[config.mk]
export PLATFORM = sky130hd
export DESIGN_NAME = taxi_axil_wrr_arbiter
export DESIGN_NICKNAME = d
export VERILOG_FILES = /design/src/rtl/taxi_axil_wrr_arbiter.sv
export SDC_FILE = /design/constraint.sdc
export NUM_CORES = 1
export LEC_CHECK = 0
export CORE_AREA = 2 2 83 45
export DETAILED_ROUTE_END_ITERATION = 8
export DIE_AREA = 0 0 85 47
export GPL_ROUTABILITY_DRIVEN = 1
export HOLD_SLACK_MARGIN = 0.08
export PLACE_DENSITY = 0.93
export SYNTH_ARGS = -nofsm -noshare
export SYNTH_HDL_FRONTEND = slang
export SYNTH_SLANG_ARGS = --single-unit
[constraint.sdc]
create_clock -name clk -period 4 [get_ports clk]
set_input_delay 0.6 -clock clk [delete_from_list [all_inputs] [get_ports clk]]
set_output_delay 0.6 -clock clk [all_outputs]
set_load 0.1 [all_outputs]
[src/rtl/taxi_axil_wrr_arbiter.sv]
// rtl/taxi_axil_wrr_arbiter.sv - weighted round-robin req/ack/grant arbiter
// Optional grant watchdog enabled by defining TAXI_WRR_ARB_TIMEOUT_EN.
module taxi_axil_wrr_arbiter #(
  parameter int PORTS    = 4,
  parameter int WEIGHT_W = 4,
  parameter int TIMEOUT  = 1024,
  localparam int IDX_W   = (PORTS > 1) ? $clog2(PORTS) : 1
) (
  input  logic                      clk,
  input  logic                      rst,
  input  logic [PORTS*WEIGHT_W-1:0] cfg_weight,
  input  logic [PORTS-1:0]          req,
  input  logic [PORTS-1:0]          ack,
  output logic [PORTS-1:0]          grant,
  output logic                      grant_valid,
  output logic [IDX_W-1:0]          grant_index,
  output logic                      timeout_event
);

  localparam logic [IDX_W:0] PORTS_L = (IDX_W+1)'(PORTS);

  typedef enum logic {ST_IDLE = 1'b0, ST_GRANTED = 1'b1} state_t;

  state_t              r_state, w_state_next;
  logic [WEIGHT_W-1:0] r_credit [PORTS];
  logic [WEIGHT_W-1:0] w_credit_next [PORTS];
  logic [WEIGHT_W-1:0] w_weight [PORTS];
  logic [IDX_W-1:0]    r_ptr, w_ptr_next;
  logic [PORTS-1:0]    r_grant, w_grant_next;
  logic                r_grant_valid, w_grant_valid_next;
  logic [IDX_W-1:0]    r_grant_index, w_grant_index_next;

  logic [PORTS-1:0]    w_eligible, w_cand;
  logic                w_reload, w_found, w_ack, w_timeout;
  logic [IDX_W-1:0]    w_pick, w_idx_inc;
  logic [IDX_W:0]      w_scan;
  logic [WEIGHT_W-1:0] w_cur_credit, w_dec_credit;

  always_comb begin
    for (int i = 0; i < PORTS; i++) begin
      w_weight[i]   = (cfg_weight[i*WEIGHT_W +: WEIGHT_W] == '0) ? WEIGHT_W'(1)
                                                                  : cfg_weight[i*WEIGHT_W +: WEIGHT_W];
      w_eligible[i] = req[i] && (r_credit[i] != '0);
    end
  end

  // An exhausted round with pending requests reloads credits and selects in the same cycle.
  assign w_reload = (w_eligible == '0) && (req != '0);
  assign w_cand   = w_reload ? req : w_eligible;

  always_comb begin
    w_found = 1'b0;
    w_pick  = '0;
    w_scan  = '0;
    for (int k = 0; k < PORTS; k++) begin
      w_scan = {1'b0, r_ptr} + (IDX_W+1)'(k);
      if (w_scan >= PORTS_L) w_scan = w_scan - PORTS_L;
      if (!w_found && w_cand[w_scan[IDX_W-1:0]]) begin
        w_found = 1'b1;
        w_pick  = w_scan[IDX_W-1:0];
      end
    end
  end

  assign w_ack        = (r_state == ST_GRANTED) && ack[r_grant_index];
  assign w_idx_inc    = (r_grant_index == IDX_W'(PORTS-1)) ? '0 : r_grant_index + 1'b1;
  assign w_cur_credit = r_credit[r_grant_index];
  assign w_dec_credit = (w_timeout || w_cur_credit == '0) ? '0 : w_cur_credit - 1'b1;

`ifdef TAXI_WRR_ARB_TIMEOUT_EN
  localparam int CNT_W = $clog2(TIMEOUT + 1);
  logic [CNT_W-1:0] r_tmo_cnt;
  logic             r_timeout_event;

  assign w_timeout = (r_state == ST_GRANTED) && !w_ack && (r_tmo_cnt == CNT_W'(TIMEOUT - 1));

  always_ff @(posedge clk or posedge rst) begin
    if (rst) begin
      r_tmo_cnt       <= '0;
      r_timeout_event <= 1'b0;
    end else begin
      r_timeout_event <= w_timeout;
      r_tmo_cnt       <= (r_state == ST_IDLE) ? '0 : r_tmo_cnt + 1'b1;
    end
  end

  assign timeout_event = r_timeout_event;
`else
  assign w_timeout     = 1'b0;
  assign timeout_event = (TIMEOUT < 0);
`endif

  always_comb begin
    w_state_next       = r_state;
    w_grant_next       = r_grant;
    w_grant_valid_next = r_grant_valid;
    w_grant_index_next = r_grant_index;
    w_ptr_next         = r_ptr;
    for (int i = 0; i < PORTS; i++) w_credit_next[i] = r_credit[i];
    case (r_state)
      ST_IDLE: begin
        if (req != '0) begin
          if (w_reload) begin
            for (int i = 0; i < PORTS; i++) w_credit_next[i] = w_weight[i];
          end
          w_grant_next         = '0;
          w_grant_next[w_pick] = 1'b1;
          w_grant_valid_next   = 1'b1;
          w_grant_index_next   = w_pick;
          w_state_next         = ST_GRANTED;
        end
      end
      ST_GRANTED: begin
        if (w_ack || w_timeout) begin
          w_credit_next[r_grant_index] = w_dec_credit;
          w_ptr_next         = (w_dec_credit == '0) ? w_idx_inc : r_grant_index;
          w_grant_next       = '0;
          w_grant_valid_next = 1'b0;
          w_state_next       = ST_IDLE;
        end
      end
      default: w_state_next = ST_IDLE;
    endcase
  end

  always_ff @(posedge clk or posedge rst) begin
    if (rst) begin
      r_state       <= ST_IDLE;
      r_ptr         <= '0;
      r_grant       <= '0;
      r_grant_valid <= 1'b0;
      r_grant_index <= '0;
      for (int i = 0; i < PORTS; i++) r_credit[i] <= '0;
    end else begin
      r_state       <= w_state_next;
      r_ptr         <= w_ptr_next;
      r_grant       <= w_grant_next;
      r_grant_valid <= w_grant_valid_next;
      r_grant_index <= w_grant_index_next;
      for (int i = 0; i < PORTS; i++) r_credit[i] <= w_credit_next[i];
    end
  end

  assign grant       = r_grant;
  assign grant_valid = r_grant_valid;
  assign grant_index = r_grant_index;

endmodule

# Word-level counts from Yosys, hierarchy flattened
# Cells that the tools add are included.
word_totals:
  reg_bits: 26
  in_bits: 26
  out_inout_bits: 8
  elab_cells: 117
classes:
  n_addsub: 9
  n_lt_le_gt_ge: 13
  eq_ne: 4
  muxes: 50
  bitwise: 2
  n_reduce_logical: 30
ops:
  columns: ["operator", "count"]
  rows:
  - ["$mux W16", 3]
  - ["$mux W4", 11]
  - ["$pmux W16 S2", 1]
  - ["$logic_not A4 Y1", 7]
  - ["$mux W2", 10]
  - ["$reduce_bool A4 Y1", 5]
  - ["$lt A2 B3 Y1 const B", 6]
  - ["$bwmux W16", 1]
  - ["$mux W1", 13]
  - ["$ge A3 B3 Y1 const B", 4]
  - ["$logic_and A1 B1 Y1", 11]
  - ["$bmux W1 S2", 5]
  - ["$bmux W4 S2", 1]
  - ["$demux W4 S2", 1]
  - ["$pmux W4 S2", 1]
  - ["$sub A2 B1 Y2 const B", 4]
  - ["$add A2 B2 Y3 const B", 2]
  - ["$reduce_and A2 Y1", 3]
  - ["$ne A2 B2 Y1 const B", 2]
  - ["$pmux W1 S2", 2]
  - ["$sub A4 B1 Y4 const B", 1]
  - ["$add A2 B1 Y3 const B", 1]
  - ["$ge A2 B3 Y1 const B", 1]
  - ["$logic_not A1 Y1", 3]
  - ["9 further kinds", 9]

# Longest topological paths before layout
# Gate-level depths: netlist of run 1.
logic_depth:
  word_depth: 23
  depth_mapped: 6
  ltp_nobuf: 5

# Worst setup path before layout of run 1
# OpenSTA, ideal clock, no wires.
synth_path:
  path_kind: "reg-to-reg"
  from: "register r_grant_index[1], in the netlist grant_index[1]"
  to: "register r_credit[10] (netlist name)"
  setup_time_ps: 125
  arrival_ps: 2710
  required_time_ps: 3875
  setup_slack_ps: 1165
  path_stages_with_launch: 7
  path_buffers: 1
  synth_period_minus_slack_ps: 2835
  cell_sequence: "dfrtp_1 buf_2 mux4_2 nor2_1 mux2i_1 o2bb2ai_1 mux2_2"
synth_via:
  elab_chain_cells: 9
  word_cells_on_any_way: 20
  classes_between: "1 x add/sub; 2 x order compare; 1 x eq/ne; 11 x mux; 1 x bitwise; 4 x reduce/logical"
synth_rtl:
  columns: ["item", "line_no", "text"]
  rows:
  - ["from (decl)", "31", "logic [IDX_W-1:0] r_grant_index, w_grant_index_next;"]
  - ["from (signal assigned)", "139", "r_grant_index <= w_grant_index_next;"]
  - ["$not A2 Y3 (implied by the code)", "67, 115", null]
  - ["$bmux W4 S2", "67", "assign w_cur_credit = r_credit[r_grant_index];"]
  - ["$mux W4 (implied by the code) (2 in series)", "67", null]
  - ["$sub A4 B1 Y4 / $logic_not A4 Y1 (equally long branches)", "68", "assign w_dec_credit = (w_timeout || w_cur_credit == '0) ? '0 : w_cur_credit - 1'b1;"]
  - ["$mux W4", "68", null]
  - ["$bwmux W16", "115", "w_credit_next[r_grant_index] = w_dec_credit;"]
  - ["$mux W16", "114", "if (w_ack || w_timeout) begin"]
  - ["$pmux W16 S2", "100", "case (r_state)"]
  - ["to (decl)", "25", "logic [WEIGHT_W-1:0] r_credit [PORTS];"]
# Several ways; a longest one is shown, not always the timed one. The select of a mux whose other input is x is not followed.
# A chain may end at the register's enable or synchronous reset.

# Worst setup path after layout of run 1
layout_path:
  from: "register r_grant_index[0], in the netlist grant_index[0]"
  to: "output grant_index[0]"
layout_lines:
  columns: ["item", "line_no", "text"]
  rows:
  - ["to (decl)", "16", "output logic [IDX_W-1:0] grant_index,"]
# No word-level cell between the ends.

==> results of run 1 <==
[cells in the final DEF, fill, tap and decap left out, types with 2 or more instances in the layout]
| cell | n |
|---|---|
| o41a_1 | 4 |
| nor3_1 | 5 |
| clkbuf_8 | 3 |
| nor2_1 | 9 |
| a21o_1 | 4 |
| clkdlybuf4s50_1 | 32 |
| o41ai_1 | 2 |
| dfrtp_1 | 26 |
| o21ai_1 | 2 |
| mux2_2 | 17 |
| o31ai_1 | 5 |
| a21oi_1 | 4 |
| o41ai_2 | 3 |
| mux2i_1 | 2 |
| o21ai_0 | 5 |
| mux4_2 | 4 |
| o2bb2ai_1 | 16 |
| a41oi_1 | 2 |
| inv_1 | 6 |
| ha_1 | 4 |
| nand3_1 | 5 |
| nand2_1 | 12 |
[through the flow]
step | setup WS [ps] | total power, mW | hold slack [ps] | instances | util (%)
6_report | 1250 | 1.87 | 510 | 233 | 64.4
5_1_grt | 1140 | 1.98 | 539 | 233 | 64.4
4_1_cts | 1230 | 1.85 | 517 | 233 | 64.4
3_5_place_dp | 1290 | 1.70 | 496 | 230 | 63.2
3_3_place_gp | 1420 | 1.67 | 496 | 230 | 63.2
2_1_floorplan | 1170 | 1.41 | 510 | 163 | -
[area by class of cell]
type                       count  area (µm²)  share of cell area [%]
tap                           42        52.6                    2.48
inverter                       6        22.5                    1.06
sequential                    26         651                    30.8
multi-input combinational    124        1030                    48.6
timing repair buffer          32         320                    15.1
clock buffer                   3        41.3                    1.95
[state kept, by name, summed over array words and instances (netlist names)]
register / count
r_ptr: 2
grant: 4
r_credit: 16
r_state: 1
grant_index: 2
grant_valid: 1
[cells by family (layout without fill, tap and decap cells)]
group | count (synthesis) | in the layout | share of synthesized area, %
adder cells (fa/ha/maj) | 4 | 4 | 2.89
buffers and inverters | 13 | 41 | 3.17
other | 1 | 1 | 0.216
AND/OR/NAND/NOR | 39 | 39 | 11.0
multiplexers | 23 | 23 | 17.4
flip-flops | 26 | 26 | 37.5
AO/OA/AOI/OAI | 57 | 57 | 27.8
[worst max path at each step]
stage	startpoint	endpoint	slack [ps]	cells after the start
after floorplan	grant_index[1]	r_credit[10]	1170	6
after global placement	req[1]	r_credit[11]	1420	6
after detailed placement	req[1]	r_credit[11]	1290	6
after CTS	grant_index[0]	grant_index[0]	1230	1
after global routing	grant_index[0]	grant_index[0]	1140	1
final	grant_index[0]	grant_index[0]	1250	1
[routing by layer]
| layer | vias up | wire length, µm | global-route usage (%) |
|---|---|---|---|
| li1 | 697 | - | - |
| met1 | 715 | 2170 | 37.3 |
| met2 | 90 | 1740 | 33.9 |
| met3 | 5 | 656 | 10.5 |
| met4 | 0 | 53 | 7.94 |
| met5 | - | 0 | 0 |
[power groups by stage]
stage / registers (mW) / clock network, mW / logic [mW]
4_1_cts: 0.542 / 0.152 / 1.15
2_1_floorplan: 0.654 / 0 / 0.754
5_1_grt: 0.570 / 0.164 / 1.25
3_5_place_dp: 0.547 / 0 / 1.15
3_3_place_gp: 0.545 / 0 / 1.13
6_report: 0.550 / 0.150 / 1.17
==> summary.md, run 1 <==
| Metric | Value |
|---|---|
| Worst-Skew Late Latency | roughly 280 ps |
| Layout fillers | approximately 270 |
| CP top delay family | buffers and inverters |
| Hold path endpoint | grant_valid |
| CP Launch Type | flip-flop |
| Mapped cell area | between 0.0015 and 0.002 mm² |
| Synth Flop Type | dfrtp_1 |
| Grt ovf | 0 |
| Clock skew | around 7.3 ps |
| H-tree levels | 1 |
| Synthesis Warnings | 0 |
| Crit Path Category | flip-flop to output port |
| Ant. Diodes | 0 |
| FMAX | 363 MHz |
| I/O Buffers | 32 |
| DIE AREA | 0.00400 mm² |
| Hold-fix buffers, CTS | 0 |
| Max Cap Violations | 0 |
| Internal power | roughly 0.9 mW |
| Comb pwr share | 62.5% |
| Fin crit period | roughly 2800 ps |
| Leakage | approximately 0.86 nW |
| Post-synth top cells | dfrtp_1, mux2_2, o2bb2ai_1, nand2_1, nor2_1 |
| Power Density | roughly 900 mW/mm² |
| Mapped Avg Cell Area | between 10 and 15 µm² |
| Slowest stage delay, CP | between 1000 and 1500 ps |
| Antenna viol nets, final | 0 |
| Die Ht | ~47 µm |
| CP Data Required Time | 3400 ps |
| Final Hold Fails | 0 |
| First-pass GRT wire length | a little over 7000 µm |
| Min-delay worst type | flip-flop to flip-flop |
| Slowest library cell on the worst path | clkdlybuf4s50_1 |
| Area delta synth->final | 22.0% |
| GP Congestion | ~0.95 |
| VDD IR max | 0.000442 V |
| Initial antenna violation count | 0 |
| Sequential share of the synthesized area | ~38% |
| CTS Buffer Depth | 2 |
| Area after detailed placement | between 0.002 and 0.0025 mm² |
| Worst slew margin relative to its limit | roughly a third |
| Initial Util | 52.8% |
| Outcome | finished, final reports clean |
| Resize count post-CTS | 0 |
| Switching pwr | just under 1 mW |
| CTS tree | yes |
| Final instance area | 0.00212 mm² |
| Post-Synthesis Cells | between 150 and 200 |
| Share of layout cells above drive strength 1 | between 10% and 20% |
| Gr usage total | between 20% and 30% |
| Worst-Margin Slew | between 900 and 1000 ps |
| Worst setup EP type | output port |
| CTS Buf Count | 3 |
| Initial DRC Count | between 100 and 150 |
| R2R depth | 5 |
| Number of synthesized flops with an enable pin | 0 |
| Synth async-reset ratio | between 90% and 100% |
| Critical Path AT | roughly 2200 ps |
| Area leader, netlist | dfrtp_1 |
| Sw Ratio | approximately half |
| R2R Path End | r_credit[6] |
| Synth area leaders | dfrtp_1, mux2_2, o2bb2ai_1, mux4_2, ha_1 |
| FF-to-FF setup slack | ~1500 ps |
| Setup violators final | 0 |
| HP Start | grant_valid |
| Top-count cell post-synth | dfrtp_1 |
| Synth cell types | between 40 and 50 |
| Mapped Nets | between 150 and 200 |
| Nets | around 220 |
| Setup TNS | 0 ps |
| CTS root buf | clkbuf_8 |
| Largest net degree at the start of global routing | 27 |
| WP buf/inv | 1 |
| Vias in the first global route | roughly 1.4k |
| Yosys top cell area share | a little under two fifths |
| Drt total wl | 4620 µm |
| Max-slew violations | 0 |
| Sequential power share | 29.5% |
| Final period util | 68.8% |
| CP cell instances | clkdlybuf4s50_1 |
| Hold Crit Depth | 2 |
| Vias/cell | around 6.5 |
| Remaining DRCs | 0 |
| Via count | ~1.5k |
| Crit-path max FO | 13 |
| Wirelength per Cell | between 15 and 20 µm |
| Worst r2r src | grant_index[1] |
| Clock group share of total power | around 8% |
| CORE AREA | 0.00328 mm² |
| Setup Buffers After CTS | 0 |
| RSZ-0062 raised after global routing | no |
| Cell Rows | 15 |
| Clock transition at the registers of the reported paths | approximately 90 ps |
| Clock Sinks | 26 |
| Dpl hpwl | between 3000 and 4000 µm |
| # IOs | 34 |
| Synthesized flop and latch total | 26 |
| DRT Pass-1 Iters | 4 |
| Die X | ~85 µm |
No activity file was read; power rests on OpenSTA's default activity.
==> run 2, diff against run 1 <==
Settings changed: CORE_AREA 2 2 83 45 to 2 2 90 49, DIE_AREA 0 0 85 47 to 0 0 92 51, PLACE_DENSITY 0.93 to 0.84.
Clock period 4 ns to 2.4 ns, I/O delays scaled along.
==> run 2 against run 1 <==
Sequential power up 68%. Worst setup slack worse by 1000 ps. Register-to-register slack worse by 1300 ps. First-iteration DRC count up 9.5%. Clock power up 150%. Critical path type is now flip-flop to flip-flop. Count of clock-buffer cells in the layout unchanged. Cell count up 9.9%. Wire length about the same. Non-clock buffer count up 7.
==> summary.md, run 2 (synthesis gave the netlist of run 1 again) <==
| Metric | Value |
|---|---|
| Initial Util | a little over two fifths |
| DRT Pass-1 Iters | 4 |
| Worst slew margin relative to its limit | approximately 67% |
| Commonest non-fill, non-tap cells in the layout | clkdlybuf4s50_1, dfrtp_1, mux2_2 |
| Setup Buffers After CTS | 0 |
| CP Data Required Time | about 2600 ps |
| Clock skew | 9.95 ps |
| Drt total wl | between 4000 and 5000 µm |
| Setup TNS | 0 ps |
| Worst setup EP type | flip-flop |
| CP endpoint | r_credit[5] |
| DIE AREA | approximately 0.0047 mm² |
| Vias/cell | 5.94 |
| CORE AREA | just over 0.004 mm² |
| Max reg flops | 16 |
| Clock transition at the registers of the reported paths | 100 ps |
| Dpl hpwl | between 3000 and 4000 µm |
| Clock Sinks | 26 |
| CTS root buf | clkbuf_8 |
| CP Launch Type | flip-flop |
| Ant. Diodes | 0 |
| Multi-input logic area | ~0.0010 mm² |
| Fin crit period | 2180 ps |
| Outcome | finished, final reports clean |
| Die X | slightly above 90 µm |
| Power Density | between 1500 and 2000 mW/mm² |
| Worst-Margin Slew | 495 ps |
| R2R depth | 5 |
| Wirelength per Cell | approximately 18 µm |
| FMAX | approximately 460 MHz |
| Gr usage total | 21.4% |
| Worst r2r src | grant_index[0] |
| Hold-fix buffers, CTS | 0 |
| First-pass GRT wire length | approximately 7700 µm |
| Vias in the first global route | approximately 1.5k |
| Largest reg by FF count | r_credit |
| Layout fillers | between 300 and 400 |
| RSZ-0062 raised after global routing | no |
| CTS Buf Count | 3 |
| Final period util | 91.0% |
| VDD IR max | between 0.0005 and 0.0006 V |
| GP Congestion | 0.954 |
| Area after detailed placement | between 0.002 and 0.0025 mm² |
| I/O Buffers | 32 |
| Setup violators final | 0 |
| Nets | between 200 and 250 |
| Antenna viol nets, final | 0 |
| Share of layout cells above drive strength 1 | between 20% and 30% |
| Initial DRC Count | ~140 |
| CP startpoint | grant_index[0] |
| Cell Rows | 17 |
| Area delta synth->final | 28.4% |
| R2R Path End | r_credit[5] |
| CTS tree | yes |
| Max Cap Violations | 0 |
| Final instance area | ~0.0022 mm² |
| Fin cells | approximately 260 |
| Leakage | approximately 0.9 nW |
| # IOs | 34 |
| Placed Cells | 252 |
| Max-slew violations | 0 |
| FF-to-FF setup slack | 220 ps |
| Initial antenna violation count | 0 |
| Via count | ~1.5k |
| Resize count post-CTS | 0 |
| Remaining DRCs | 0 |
| H-tree levels | 1 |
| Worst-Skew Late Latency | 270 ps |
| Crit-path max FO | 13 |
| Min-delay worst type | primary input to asynchronous set/reset pin |
| Critical Path AT | 2360 ps |
| Die Ht | about 51 µm |
| Grt ovf | 0 |
| Final Hold Fails | 0 |
| Commonest non-fill, non-tap cell in the layout | clkdlybuf4s50_1 |
| Crit Path Category | flip-flop to flip-flop |
| CTS Buffer Depth | 2 |
| Largest net degree at the start of global routing | 27 |
| Register Area | approximately 660 µm² |
## run 2: changes by cell type in the layout (fill, tap and decap cells not counted), sizes merged
cell / previous run / this run
bufinv: 0 / 1
clkdlybuf4s50: 32 / 25
buf: 0 / 14
## run 2: how the worst min path moves through the flow
stage	startpoint	endpoint	slack (ps)	depth (start not counted)
3_5_place_dp	grant_valid	grant_valid	470	2
6_report	rst	grant[0]	440	3
4_1_cts	rst	grant_index[1]	450	3
3_3_place_gp	grant_valid	grant_valid	470	2
2_1_floorplan	rst	grant[0]	400	1
5_1_grt	rst	grant_index[1]	490	3
## run 2: through the flow
stage / setup slack (ps) / util (%) / power [mW] / hold slack (ps)
global route: 108 / 55.1 / 3.57 / 486
floorplan: 22.5 / - / 2.36 / 400
finish: 216 / 55.1 / 3.36 / 437
global placement: 168 / 52.8 / 2.91 / 469
CTS: 100 / 54.6 / 3.32 / 451
detailed placement: 109 / 52.8 / 2.93 / 473
## run 2: layout make-up
cell class              count  area share, %
multi-input cells         124           47.0
well taps                  57           3.20
inverters                   6           1.01
repair buffers             39           16.0
flip-flops and latches     26           29.6
clock inverters             1           1.35
clock buffers               3           1.85
## run 2: routing by layer
metal	part of all wire [%]	global-route usage, %	up-vias
met1	48	33.0	723
met3	14	9.59	2
met4	0.087	0.995	0
met5	0	0	-
met2	38	28.4	78
li1	-	-	717
## run 2: where the power goes
part	internal, mW	leakage (nW)	total [mW]	switching, mW
combinational	0.848	0.560	2.07	1.22
clock	0.223	0.0357	0.368	0.145
sequential	0.638	0.331	0.925	0.287
## run 2: worst max-delay path, stage by stage (launching register included)
cell and delay, ps:
dfrtp_4 530, mux4_2 600, or2_1 270, a21oi_2 230
o2bb2ai_1 170, mux2_2 290
==> run 3, diff against run 2 <==
Settings changed: HOLD_SLACK_MARGIN 0.08 to 0.15, PLACE_DENSITY 0.84 to not set, PLACE_DENSITY_LB_ADDON set to 0.3.
==> run 3 against run 2 <==
Count of clock-buffer cells in the layout increased by 1. Wire length rose by 5.8%. Register-to-register slack worse by 50 ps. Final area down 0.67%. Die area unchanged. Sequential cell count stayed put. Highest routed layer unchanged.
==> summary.md, run 3 (synthesis gave the netlist of run 1 again) <==
| Metric | Value |
|---|---|
| Outcome | finished, final reports clean |
| Register Area | ~660 µm² |
| Crit-path max FO | 11 |
| Antenna viol nets, final | 0 |
| Util after Layout | 54.7% |
| Commonest non-fill, non-tap cell in the layout | clkdlybuf4s50_1 |
| Multi-input logic area | roughly 0.0011 mm² |
| Via count | ~1.6k |
| R2R depth | 6 |
| Largest net degree at the start of global routing | 27 |
| Die Ht | just over 50 µm |
| Leakage | ~0.92 nW |
| Layout fillers | approximately 370 |
| Dpl hpwl | slightly below 4000 µm |
| Vias/cell | a little over 6 |
| Final period util | between 90% and 100% |
| Grt ovf | 0 |
| Max Cap Violations | 0 |
| CORE AREA | 0.00404 mm² |
| Nets | approximately 230 |
| Drt total wl | 4890 µm |
| Cell Rows | 17 |
| Worst-Skew Late Latency | 270 ps |
| Largest reg by FF count | r_credit |
| VDD IR max | 0.000545 V |
| Clock skew | 1.94 ps |
| Crit Path Category | flip-flop to flip-flop |
| Wirelength per Cell | 19.0 µm |
| Setup TNS | 0 ps |
| # IOs | 34 |
| Setup violators final | 0 |
| Worst slew margin relative to its limit | ~65% |
| First-pass GRT wire length | just over 8000 µm |
| Initial antenna violation count | 0 |
| Fin cells | between 200 and 300 |
| Worst-Margin Slew | ~520 ps |
| Final worst slack | 165 ps |
| Final Hold Fails | 0 |
| Ant. Diodes | 0 |
| Commonest non-fill, non-tap cells in the layout | clkdlybuf4s50_1, dfrtp_1, mux2_2 |
| Max-slew violations | 0 |
| CTS Buf Count | 3 |
| WHS | 436 ps |
| I/O Buffers | 32 |
| H-tree levels | 1 |
| CP startpoint | grant_index[1] |
| Clock transition at the registers of the reported paths | around 90 ps |
| CTS root buf | clkbuf_8 |
| Worst r2r src | grant_index[1] |
| RSZ-0062 raised after global routing | no |
| Placed Cells | 252 |
| Hold-fix buffers, CTS | 0 |
| R2R Path End | r_credit[10] |
| Initial Util | between 40% and 50% |
| Worst slack, placed | a little over 20 ps |
| CP Data Required Time | 2560 ps |
| DRT Pass-1 Iters | 4 |
| Die X | between 90 and 100 µm |
| Vias in the first global route | 1,600 |
| Remaining DRCs | 0 |
| Fin crit period | between 2000 and 2500 ps |
| CTS tree | yes |
| FF-to-FF setup slack | approximately 170 ps |
| Power Density | between 1000 and 1500 mW/mm² |
| FMAX | 448 MHz |
| Clock Sinks | 26 |
| Initial DRC Count | between 100 and 150 |
| Area delta synth->final | 27.5% |
| CTS Buffer Depth | 2 |
| DIE AREA | 0.00469 mm² |
| Max reg flops | 16 |
| Worst setup EP type | flip-flop |
| Critical Path AT | 2390 ps |
| Share of layout cells above drive strength 1 | 25.0% |
| Min-delay worst type | primary input to asynchronous set/reset pin |
| CP Launch Type | flip-flop |
| GP Congestion | 0.877 |
| Gr usage total | 22.8% |
==> run 3: worst max path at each step <==
stage / to / cells past startpoint / slack [ps]
after floorplan: r_credit[10] / 6 / 20
after global placement: r_credit[6] / 5 / 50
after detailed placement: r_credit[10] / 5 / 20
after CTS: r_credit[10] / 5 / 3
after global routing: r_credit[10] / 6 / 80
final: r_credit[10] / 6 / 170
==> run 3: final cells by class <==
cell class | instances | share of cell area [%]
multi-input cells | 124 | 47.5
flip-flops and latches | 26 | 29.8
repair buffers | 40 | 16.4
well taps | 57 | 3.23
clock buffers | 4 | 2.04
inverters | 6 | 1.02
==> run 3: what timing repair did <==
item	in CTS	in global routing
buffers inserted	0	1
gates resized for setup	0	3
setup endpoints to repair	0	21
hold endpoints to repair	0	0
==> run 3: power by group <==
group	internal, mW	switching, mW
clock	0.119	0.135
combinational	0.843	1.26
sequential	0.639	0.275
total	1.60	1.67
==> run 3: routing by layer <==
| layer | vias to the layer above | track usage (%) | routed length (µm) |
|---|---|---|---|
| met5 | - | 0 | 0 |
| met4 | 0 | 4.23 | 55 |
| met3 | 12 | 6.19 | 434 |
| met2 | 73 | 37.3 | 2270 |
| met1 | 784 | 31.2 | 2130 |
| li1 | 725 | - | - |
==> run 3: critical path, stage by stage, from the launching register on <==
cell and delay, ps:
dfrtp_4 520, mux4_2 600, nor2_1 250, mux2i_2 230, buf_4 170, o2bb2ai_1 90
mux2_2 260
==> run 3: through the flow <==
stage	cell area [µm²]	power, mW
after floorplan	1740	2.36
after global placement	2140	2.84
after detailed placement	2140	2.93
after CTS	2180	3.19
after global routing	2210	3.50
final	2210	3.27
